### config.mk
export PLATFORM = sky130hd
export DESIGN_NAME = mdu32
export DESIGN_NICKNAME = d
export VERILOG_FILES = /design/src/rtl/mdu32_pkg.sv /design/src/rtl/mdu_div_step.sv /design/src/rtl/mdu32.sv
export SDC_FILE = /design/constraint.sdc
export NUM_CORES = 1
export LEC_CHECK = 0
export CAP_MARGIN = 40
export CORE_UTILIZATION = 61
export CTS_CLUSTER_DIAMETER = 50
export DETAILED_ROUTE_END_ITERATION = 16
export PLACE_DENSITY = 0.84
export SLEW_MARGIN = 15
export SYNTH_ARGS = -nofsm -noshare
export SYNTH_HDL_FRONTEND = slang
export SYNTH_SLANG_ARGS = --single-unit
### constraint.sdc
create_clock -name clock -period 4.22 [get_ports clock]
set_clock_uncertainty 0.2 [all_clocks]
set_input_delay 0.844 -clock clock [delete_from_list [all_inputs] [get_ports clock]]
set_output_delay 0.844 -clock clock [all_outputs]
set_load 0.01 [all_outputs]
### src/rtl/mdu32_pkg.sv
// Shared definitions for the MIPS multiply/divide unit:
// funct codes, FSM state encoding and an operand-magnitude helper.
package mdu32_pkg;

  localparam logic [5:0] FUNCT_MFHI  = 6'b010000;
  localparam logic [5:0] FUNCT_MTHI  = 6'b010001;
  localparam logic [5:0] FUNCT_MFLO  = 6'b010010;
  localparam logic [5:0] FUNCT_MTLO  = 6'b010011;
  localparam logic [5:0] FUNCT_MULT  = 6'b011000;
  localparam logic [5:0] FUNCT_MULTU = 6'b011001;
  localparam logic [5:0] FUNCT_DIV   = 6'b011010;
  localparam logic [5:0] FUNCT_DIVU  = 6'b011011;

  typedef enum logic [1:0] {
    IDLE = 2'd0,
    BUSY = 2'd1,
    FIX  = 2'd2
  } state_t;

  // Two's-complement magnitude for signed ops; 0x80000000 maps to itself,
  // which is the correct unsigned magnitude.
  function automatic logic [31:0] magnitude(input logic [31:0] x, input logic is_signed);
    return (is_signed && x[31]) ? (~x + 32'd1) : x;
  endfunction

endpackage

### src/rtl/mdu_div_step.sv
// One restoring-divide iteration: compare the shifted partial remainder
// against the divisor, subtract when it fits, and emit the quotient bit.
module mdu_div_step (
  input  logic [32:0] rem_in,
  input  logic [31:0] divisor,
  output logic [31:0] rem_out,
  output logic        q_bit
);

  logic [31:0] diff;

  // When the divisor fits, the true difference is below the divisor, so the
  // low 32 bits of the subtraction are exact.
  assign q_bit   = (rem_in >= {1'b0, divisor});
  assign diff    = rem_in[31:0] - divisor;
  assign rem_out = q_bit ? diff : rem_in[31:0];

endmodule

### src/rtl/mdu32.sv
// Iterative 32-cycle multiply/divide unit owning the HI/LO pair, with a
// registered busy/done handshake so the controller can stall the PC.
module mdu32
  import mdu32_pkg::*;
#(
  parameter int ITER = 32
) (
  input  logic        clock,
  input  logic        reset,
  input  logic [31:0] Read_data_1,
  input  logic [31:0] Read_data_2,
  input  logic [5:0]  Function_opcode,
  input  logic        Mdu_start,
  output logic        Mdu_busy,
  output logic        Mdu_done,
  output logic [31:0] Mdu_result
);

  localparam int CW = $clog2(ITER);

  state_t        state, state_nx;
  logic [CW-1:0] cnt;
  logic [31:0]   hi, lo;
  logic [31:0]   opnd;       // multiplicand for mult, divisor for div
  logic [63:0]   acc;        // {partial, multiplier} or {remainder, dividend/quotient}
  logic          op_div, neg_q, neg_r, div_zero;

  logic          accept, is_muldiv, signed_op;
  logic [31:0]   rs_mag, rt_mag;
  logic [32:0]   mul_sum;
  logic [31:0]   div_rem;
  logic          div_q;
  logic [63:0]   prod_fix;
  logic [31:0]   quo_fix, rem_fix;

  assign accept    = Mdu_start && (state == IDLE);
  assign is_muldiv = Function_opcode inside {FUNCT_MULT, FUNCT_MULTU, FUNCT_DIV, FUNCT_DIVU};
  assign signed_op = (Function_opcode == FUNCT_MULT) || (Function_opcode == FUNCT_DIV);
  assign rs_mag    = magnitude(Read_data_1, signed_op);
  assign rt_mag    = magnitude(Read_data_2, signed_op);

  assign mul_sum = {1'b0, acc[63:32]} + (acc[0] ? {1'b0, opnd} : 33'd0);

  mdu_div_step u_div_step (
    .rem_in  ({acc[63:32], acc[31]}),
    .divisor (opnd),
    .rem_out (div_rem),
    .q_bit   (div_q)
  );

  // A zero divisor leaves quotient all-ones and the remainder equal to |rs|;
  // re-applying the remainder sign hands back rs unchanged.
  assign prod_fix = neg_q ? (~acc + 64'd1) : acc;
  assign quo_fix  = (neg_q && !div_zero) ? (~acc[31:0] + 32'd1) : acc[31:0];
  assign rem_fix  = neg_r ? (~acc[63:32] + 32'd1) : acc[63:32];

  assign Mdu_result = (Function_opcode == FUNCT_MFHI) ? hi : lo;

  // NOTE: every variable gets a default before the case so no path can leave
  // it unassigned, which would otherwise infer a latch.
  always_comb begin
    state_nx = state;
    case (state)
      IDLE:    if (accept && is_muldiv) state_nx = BUSY;
      BUSY:    if (cnt == CW'(ITER - 1)) state_nx = FIX;
      FIX:     state_nx = IDLE;
      default: state_nx = IDLE;
    endcase
  end

  // NOTE: sequential state uses non-blocking assignments so every register
  // samples the pre-edge values, independent of statement order.
  always_ff @(posedge clock) begin
    if (reset) begin
      state    <= IDLE;
      Mdu_busy <= 1'b0;
      Mdu_done <= 1'b0;
    end else begin
      state    <= state_nx;
      Mdu_busy <= (state_nx != IDLE);
      Mdu_done <= (state == FIX);
    end
  end

  always_ff @(posedge clock) begin
    if (reset) begin
      hi       <= '0;
      lo       <= '0;
      cnt      <= '0;
      acc      <= '0;
      opnd     <= '0;
      op_div   <= 1'b0;
      neg_q    <= 1'b0;
      neg_r    <= 1'b0;
      div_zero <= 1'b0;
    end else begin
      case (state)
        IDLE: if (accept) begin
          if (Function_opcode == FUNCT_MTHI) hi <= Read_data_1;
          if (Function_opcode == FUNCT_MTLO) lo <= Read_data_1;
          if (is_muldiv) begin
            cnt      <= '0;
            op_div   <= Function_opcode[1];
            neg_q    <= signed_op & (Read_data_1[31] ^ Read_data_2[31]);
            neg_r    <= signed_op & Read_data_1[31];
            div_zero <= (Read_data_2 == 32'd0);
            if (Function_opcode[1]) begin
              opnd <= rt_mag;
              acc  <= {32'd0, rs_mag};
            end else begin
              opnd <= rs_mag;
              acc  <= {32'd0, rt_mag};
            end
          end
        end
        BUSY: begin
          cnt <= cnt + 1'b1;
          acc <= op_div ? {div_rem, acc[30:0], div_q} : {mul_sum, acc[31:1]};
        end
        FIX: begin
          if (op_div) begin
            lo <= quo_fix;
            hi <= rem_fix;
          end else begin
            {hi, lo} <= prod_fix;
          end
        end
        default: ;
      endcase
    end
  end

endmodule

==> results.txt, run 1 <==
most frequent cells in the layout = nor2_1, a21oi_1, nand2_1, dfxtp_1, clkdlybuf4s50_1
first-pass GRT wire length = 82.3 mm
Mapped Area = 15100 um^2
DP HPWL = 40.5 mm
Slew HR = 0.391
Power Density = 247 nW/um^2
r2r startpoint = acc[0]
Clock power frac = 0.401
Sequential cell area = 3460 um^2
sw frac = 0.309
LEAKAGE = 6.95 nW
CTS tree = built
Setup-failing EPs final = 0
minimum clock period = 3.94 ns
final hold vios = 0
commonest non-fill, non-tap cell in the layout = nor2_1
Util after Layout = 0.707
Site Rows = 57
net switching power = 1.31 mW
Finished Cell Area = 17200 um^2
Pre-antenna DRT Iters = 6
status = finished, final reports clean
post-route insts no fill = 2425
Worst-Skew Late Latency = 0.45 ns
CP Launch Point = acc[0]
die height = 159 um
Seq/Total Area, Yosys = 0.229
Syn Nets = 2181
clk sinks = 173
Min-Delay Startpoint = opnd[4]
Hold Path Class = reg -> reg
Synth cell types = 78
Inst Count DP = 2393
Int Pwr = 2.93 mW
arrival time at the worst endpoint = 4.05 ns
Synth Area in Compound Gates = 0.272
Worst R2R Setup Slack = 0.28 ns
Resized Gates After CTS = 0
Post-synth EDFFs = 0
Flop pwr share = 0.395
DRT iter0 DRCs = 2266
layout cell share with drive strength beyond 1 = 0.0804
warnings from Yosys = 0
simple-gate share of the synthesized area = 0.212
vias in the first global route = 15.0k
share of the synthesized netlist area taken by xor and xnor gates = 0.0967
Syn Area/Cell = 7.43 um^2
period utilisation layout = 0.935
DRC = 0
combinational group share of total power = 0.203
post-CTS setup buffer count = 0
CTS clk-pin slew, worst paths = 0.08 ns
pin count of the biggest net entering global routing = 89
remaining global-route overflow = 0
Placer Congestion = 0.997
RSZ-0062 raised after global routing = no
deepest clock path buffer count = 2
Post-DP Area = 16600 um^2
Syn Inst Count = 2036
multi-input logic area = 10900 um^2
Chip Width = 159 um
fill cell count = 2028
area delta synth->final = 13.6%
io pins = 107
Vias = 16.3k
Seq cells post-synth = 173
Post-synth ARST share = 0
antenna cells = 0
initial antenna violation count = 0
fmax = 254 MHz
Max IR drop VDD = 274 uV
hold buffers post-CTS = 0
final net count = 2233
Worst Setup End Kind = register
Worst Tran Pin Value = 0.914 ns
full die area = 25400 um^2
Post-DRT Antenna Nets = 0
Worst EP required = 4.33 ns
kind of critical path = reg -> reg
setup TNS = 0 ns
Initial Util = 0.622
Worst Path Max Fanout = 21
Slew Limit Fails = 0
Total Power = 4.24 mW
CTS Buf Count = 17
post-synthesis mux area share = 0.0795
predominant post-synthesis flop cell = dfxtp_1
Max-Cap Viols = 0
Post-Synth Adder-Cell Area = 0.0605
DRT Wirelength = 53.5 mm
Core Area = 24300 um^2
main combinational cell family by area after synthesis = compound AO/OA/AOI/OAI gates
gr usage total = 0.409
Clock Tree Root = clkbuf_16
# port buffers = 106
H-tree Lvls = 4
Critical Path Source Type = register
DR WL/cell = 22.1 um
average vias per placed instance = 6.72
==> cells in the mapped netlist, drive strengths merged (22+ instances only) <==
master | n | area [um^2]
a211oi | 84 | 631
a21o | 24 | 180
a21oi | 217 | 1090
buf | 23 | 101
clkbuf | 111 | 417
dfxtp | 173 | 3460
ha | 70 | 876
inv | 61 | 229
mux2 | 33 | 372
mux2i | 83 | 831
nand2 | 205 | 769
nand3 | 41 | 205
nor2 | 230 | 863
nor3 | 45 | 241
o211ai | 32 | 240
o21ai | 92 | 460
o221ai | 22 | 193
xnor2 | 94 | 823
xor2 | 73 | 639
==> worst paths after layout <==
check | to | depth (start not counted)
setup / recovery | acc[57] | 13
hold / removal | opnd[4] | 2
setup reg to reg | acc[57] | 13
hold reg to reg | opnd[4] | 2
==> state kept, by name, summed over array words and instances (netlist names) <==
| name | cells |
|---|---|
| hi | 32 |
| cnt | 5 |
| opnd | 32 |
| acc | 64 |
| neg_r | 1 |
| neg_q | 1 |
| Mdu_done | 1 |
| op_div | 1 |
| Mdu_busy | 1 |
| lo | 32 |
| state | 2 |
| div_zero | 1 |
==> critical path: stages (launching register included) <==
cell      delay (ns)
dfxtp_1         0.31
inv_1           0.36
buf_4           0.36
nor2_1          0.07
ha_1            0.34
a21oi_1         0.26
nand2_1         0.13
o311ai_0        0.48
nand3_1         0.25
o21ai_0         0.37
o21ai_0         0.18
xor2_1          0.17
a22oi_1         0.20
o21ai_0         0.11
==> kinds of logic after synthesis <==
kind of cell    after synthesis
simple gates                678
compound gates              632
buf+inv                     198
flops                       173
xor+xnor                    167
mux                         116
fa+ha+maj                    72
==> final cells by class <==
class	count	area share
Clock buffer	18	0.0250
Clock inverter	14	0.0105
Inverter	64	0.0140
Multi-Input combinational cell	1665	0.636
Sequential cell	173	0.202
Tap cell	324	0.0236
Timing Repair Buffer	167	0.0894
==> power groups by stage <==
stage | Sequential (mW) | Combinational (mW) | Clock [mW]
after floorplan | 1.70 | 0.521 | 0
after global placement | 1.71 | 0.820 | 0
after detailed placement | 1.71 | 0.831 | 0
after CTS | 1.67 | 0.837 | 1.70
after global routing | 1.68 | 0.912 | 1.75
final | 1.68 | 0.862 | 1.70
==> metrics by stage <==
| step | hold slack [ns] | setup WS (ns) |
|---|---|---|
| after global routing | 0.278 | 0.0769 |
| after detailed placement | 0.247 | 0.299 |
| after global placement | 0.240 | 0.346 |
| after CTS | 0.258 | 0.282 |
| after floorplan | 0.232 | 0.806 |
| final | 0.257 | 0.276 |
==> metal layers <==
layer  routed length [um]  global-route usage  share of wire  vias to the layer above
li1                     -                   -              -                     7549
met1                22100               0.558           0.41                     7607
met2                23200               0.632           0.43                     1001
met3                 6170              0.0794           0.12                      150
met4                 1970               0.163          0.037                        0
met5                    0                   0              0                        -
No activity file was read; power rests on OpenSTA's default activity.
==> run 2, diff against run 1 <==
- SYNTH_HIERARCHICAL: unset -> 1
==> run 2 against run 1 <==
  * Maximum frequency fell by 2.5%
  * Non-clock buffer count rose by 29
  * Area after synthesis rose by 0.50%
  * Die area rose by 0.50%
  * Cell count rose by 0.82%
  * Flip-flop and latch count did not move
  * Sequential share of layout area fell by 0.33 points
  * Synthesized cell count fell by 0.20%
  * Largest cell class unchanged
  * Core utilization rose by 0.95 points
  * Clock power fell by 2%
==> results.txt, run 2 <==
Vias = 16.4k (+0.57%)
Syn Inst Count = 2032 (-0.20%)
top sig layer = met4
top post-synthesis cells by area = dfxtp_1, a21oi_1, nor2_1, ha_1, nand2_1
kind of critical path = reg -> reg
warnings from Yosys = 6 (+6)
share of the synthesized netlist area taken by xor and xnor gates = 0.0968 (about the same)
DRC = 0 (unchanged)
arrival time at the worst endpoint = 4.15 ns (+0.10 ns)
cells on worst reg2reg path = 12 (-1)
Setup-failing EPs final = 0 (unchanged)
predominant post-synthesis flop cell = dfxtp_1
Syn Area/Cell = 7.48 um^2 (+0.70%)
pin count of the biggest net entering global routing = 124 (+39%)
max FFs per register = 64 (unchanged)
CTS tree = built
Clock Tree Root = clkbuf_16
remaining global-route overflow = 0 (unchanged)
status = finished, final reports clean
final hold vios = 0 (unchanged)
metal2 WL = 22.1 mm (-4.9%)
DR WL/cell = 21.9 um (-0.91%)
Slew Limit Fails = 0 (unchanged)
Worst Path Max Fanout = 15 (-29%)
net switching power = 1.31 mW (+0.27%)
Max IR drop VDD = 310 uV (+13%)
most frequent cells in the layout = nor2_1, nand2_1, a21oi_1, dfxtp_1, clkdlybuf4s50_1
minimum clock period = 4.05 ns (+0.102 ns)
post-synthesis mux area share = 0.0733 (-0.00616)
Post-synth ARST share = 0 (unchanged)
Chip Width = 160 um (+0.25%)
die height = 160 um (+0.25%)
post-synthesis cell type with the largest combined area = dfxtp_1
vias in the first global route = 14.9k (-1.1%)
CTS clk-pin slew, worst paths = 0.08 ns (about the same)
Hold Path Class = reg -> reg
first-pass GRT wire length = 83.1 mm (+0.95%)
full die area = 25600 um^2 (+0.50%)
Resized Gates After CTS = 0 (unchanged)
initial antenna violation count = 0 (unchanged)
Seq/Total Area, Yosys = 0.228 (-0.00115)
simple-gate share of the synthesized area = 0.219 (+0.00741)
Slew HR = 0.433 (+0.0420)
CTS Buf Count = 17 (unchanged)
Power Density = 239 nW/um^2 (-2.9%)
DP HPWL = 40.1 mm (-1.1%)
clk sinks = 173 (unchanged)
Synth Area in Compound Gates = 0.268 (-0.00392)
fmax = 247 MHz (-2.5%)
Critical Path Source Type = register
period utilisation layout = 0.959 (+0.0241)
commonest non-fill, non-tap cell in the layout = nor2_1
Worst EP required = 4.32 ns (about the same)
Seq cells post-synth = 173 (unchanged)
Placer Congestion = 1.01 (+1.4%)
LEAKAGE = 6.90 nW (-0.72%)
gr usage total = 0.412 (+0.00329)
Finished Cell Area = 17500 um^2 (+1.6%)
Worst-Skew Late Latency = 0.44 ns (about the same)
setup TNS = 0 ns (unchanged)
Pre-antenna DRT Iters = 8 (+2)
Worst Tran Pin Value = 0.851 ns (-0.0629 ns)
antenna cells = 0 (unchanged)
RSZ-0062 raised after global routing = no
DRT Wirelength = 53.4 mm (about the same)
Core Area = 24400 um^2 (+0.29%)
# port buffers = 106 (unchanged)
pre-CTS setup slack = 0.181 ns (-0.118 ns)
area delta synth->final = 14.9%
Post-DRT Antenna Nets = 0 (unchanged)
Yosys top cell area share = 0.228 (-0.00115)
most frequent cell after synthesis = nor2_1
sw frac = 0.314 (+0.00493)
Clock power frac = 0.397 (-0.004)
H-tree Lvls = 4 (unchanged)
Int Pwr = 2.87 mW (-2.0%)
post-CTS setup buffer count = 0 (unchanged)
Site Rows = 57 (unchanged)
Post-Synth Adder-Cell Area = 0.0602 (-0.000304)
Post-synth EDFFs = 0 (unchanged)
Synth cell types = 88 (+13%)
hold buffers post-CTS = 0 (unchanged)
deepest clock path buffer count = 2 (unchanged)
Worst Setup End Kind = register
Synth top cells by count = nor2_1, nand2_1, a21oi_1
Max-Cap Viols = 0 (unchanged)
hold slack = 0.257 ns (-0.000157 ns)
Syn Nets = 2177 (-0.18%)
worst setup slack after layout = 0.174 ns (-0.102 ns)
layout cell share with drive strength beyond 1 = 0.113 (+0.0327)
Biggest register = acc
main combinational cell family by area after synthesis = compound AO/OA/AOI/OAI gates
Flop pwr share = 0.401 (+0.006)
average vias per placed instance = 6.71 (-0.25%)
io pins = 107 (unchanged)
WHS Path Cells = 2 (unchanged)
Post-DP Area = 16800 um^2 (+1.6%)
combinational group share of total power = 0.202 (about the same)
final net count = 2253 (+0.90%)
Initial Util = 0.623 (+0.00131)
WL met1 = 22.0 mm (-0.45%)
DRT iter0 DRCs = 2410 (+6.4%)
met3 wire len = 6.42 mm (+4.1%)
Mapped Area = 15200 um^2 (+0.50%)
-- run 2: cells by family (layout without fill, tap and decap cells) --
family	Yosys count	in the layout
compound gates	614	614
flops	173	173
mux	100	100
simple gates	698	698
fa+ha+maj	72	72
xor+xnor	168	168
buf+inv	207	296
-- run 2: critical path: stages, from the launching register on --
cell      delay [ns]
dfxtp_1         0.49
and2_1          0.27
ha_1            0.23
fa_1            0.42
a21oi_1         0.25
nand4b_1        0.20
a21oi_1         0.13
o31ai_1         0.42
o211ai_1        0.25
a211o_1         0.42
a211oi_1        0.33
xor2_1          0.19
o22ai_1         0.11
-- run 2: cell type report --
type	instances	area, um^2
Tap cell	324	405
Fill cell	1932	6930
Clock buffer	18	429
Multi-Input combinational cell	1652	10900
Sequential cell	173	3460
Inverter	68	255
Timing Repair Buffer	196	1800
Clock inverter	14	171
-- run 2: per-layer routing --
metal / global-route usage / up-vias
met4: 0.206 / 0
met2: 0.604 / 1144
li1: - / 7476
met1: 0.580 / 7603
met3: 0.0701 / 177
met5: 0 / -
-- run 2: through the flow --
| step | cells | total power, mW | util |
|---|---|---|---|
| after CTS | 2444 | 4.15 | 0.715 |
| after floorplan | 2032 | 2.24 | - |
| after detailed placement | 2412 | 2.52 | 0.691 |
| after global placement | 2409 | 2.51 | 0.689 |
| after global routing | 2445 | 4.30 | 0.716 |
| final | 2445 | 4.18 | 0.716 |
-- run 2: path summary, 6_finish.rpt --
kind / start / to / slack [ns]
setup / recovery: acc[0] / acc[59] / 0.17
hold / removal: hi[22] / hi[22] / 0.26
setup reg to reg: acc[0] / acc[59] / 0.17
hold reg to reg: hi[22] / hi[22] / 0.26
-- run 2: power groups by stage --
stage | clock network (mW) | registers [mW] | logic, mW
finish | 1.66 | 1.68 | 0.843
global route | 1.74 | 1.68 | 0.890
CTS | 1.66 | 1.68 | 0.816
detailed placement | 0 | 1.71 | 0.810
global placement | 0 | 1.71 | 0.799
floorplan | 0 | 1.70 | 0.539
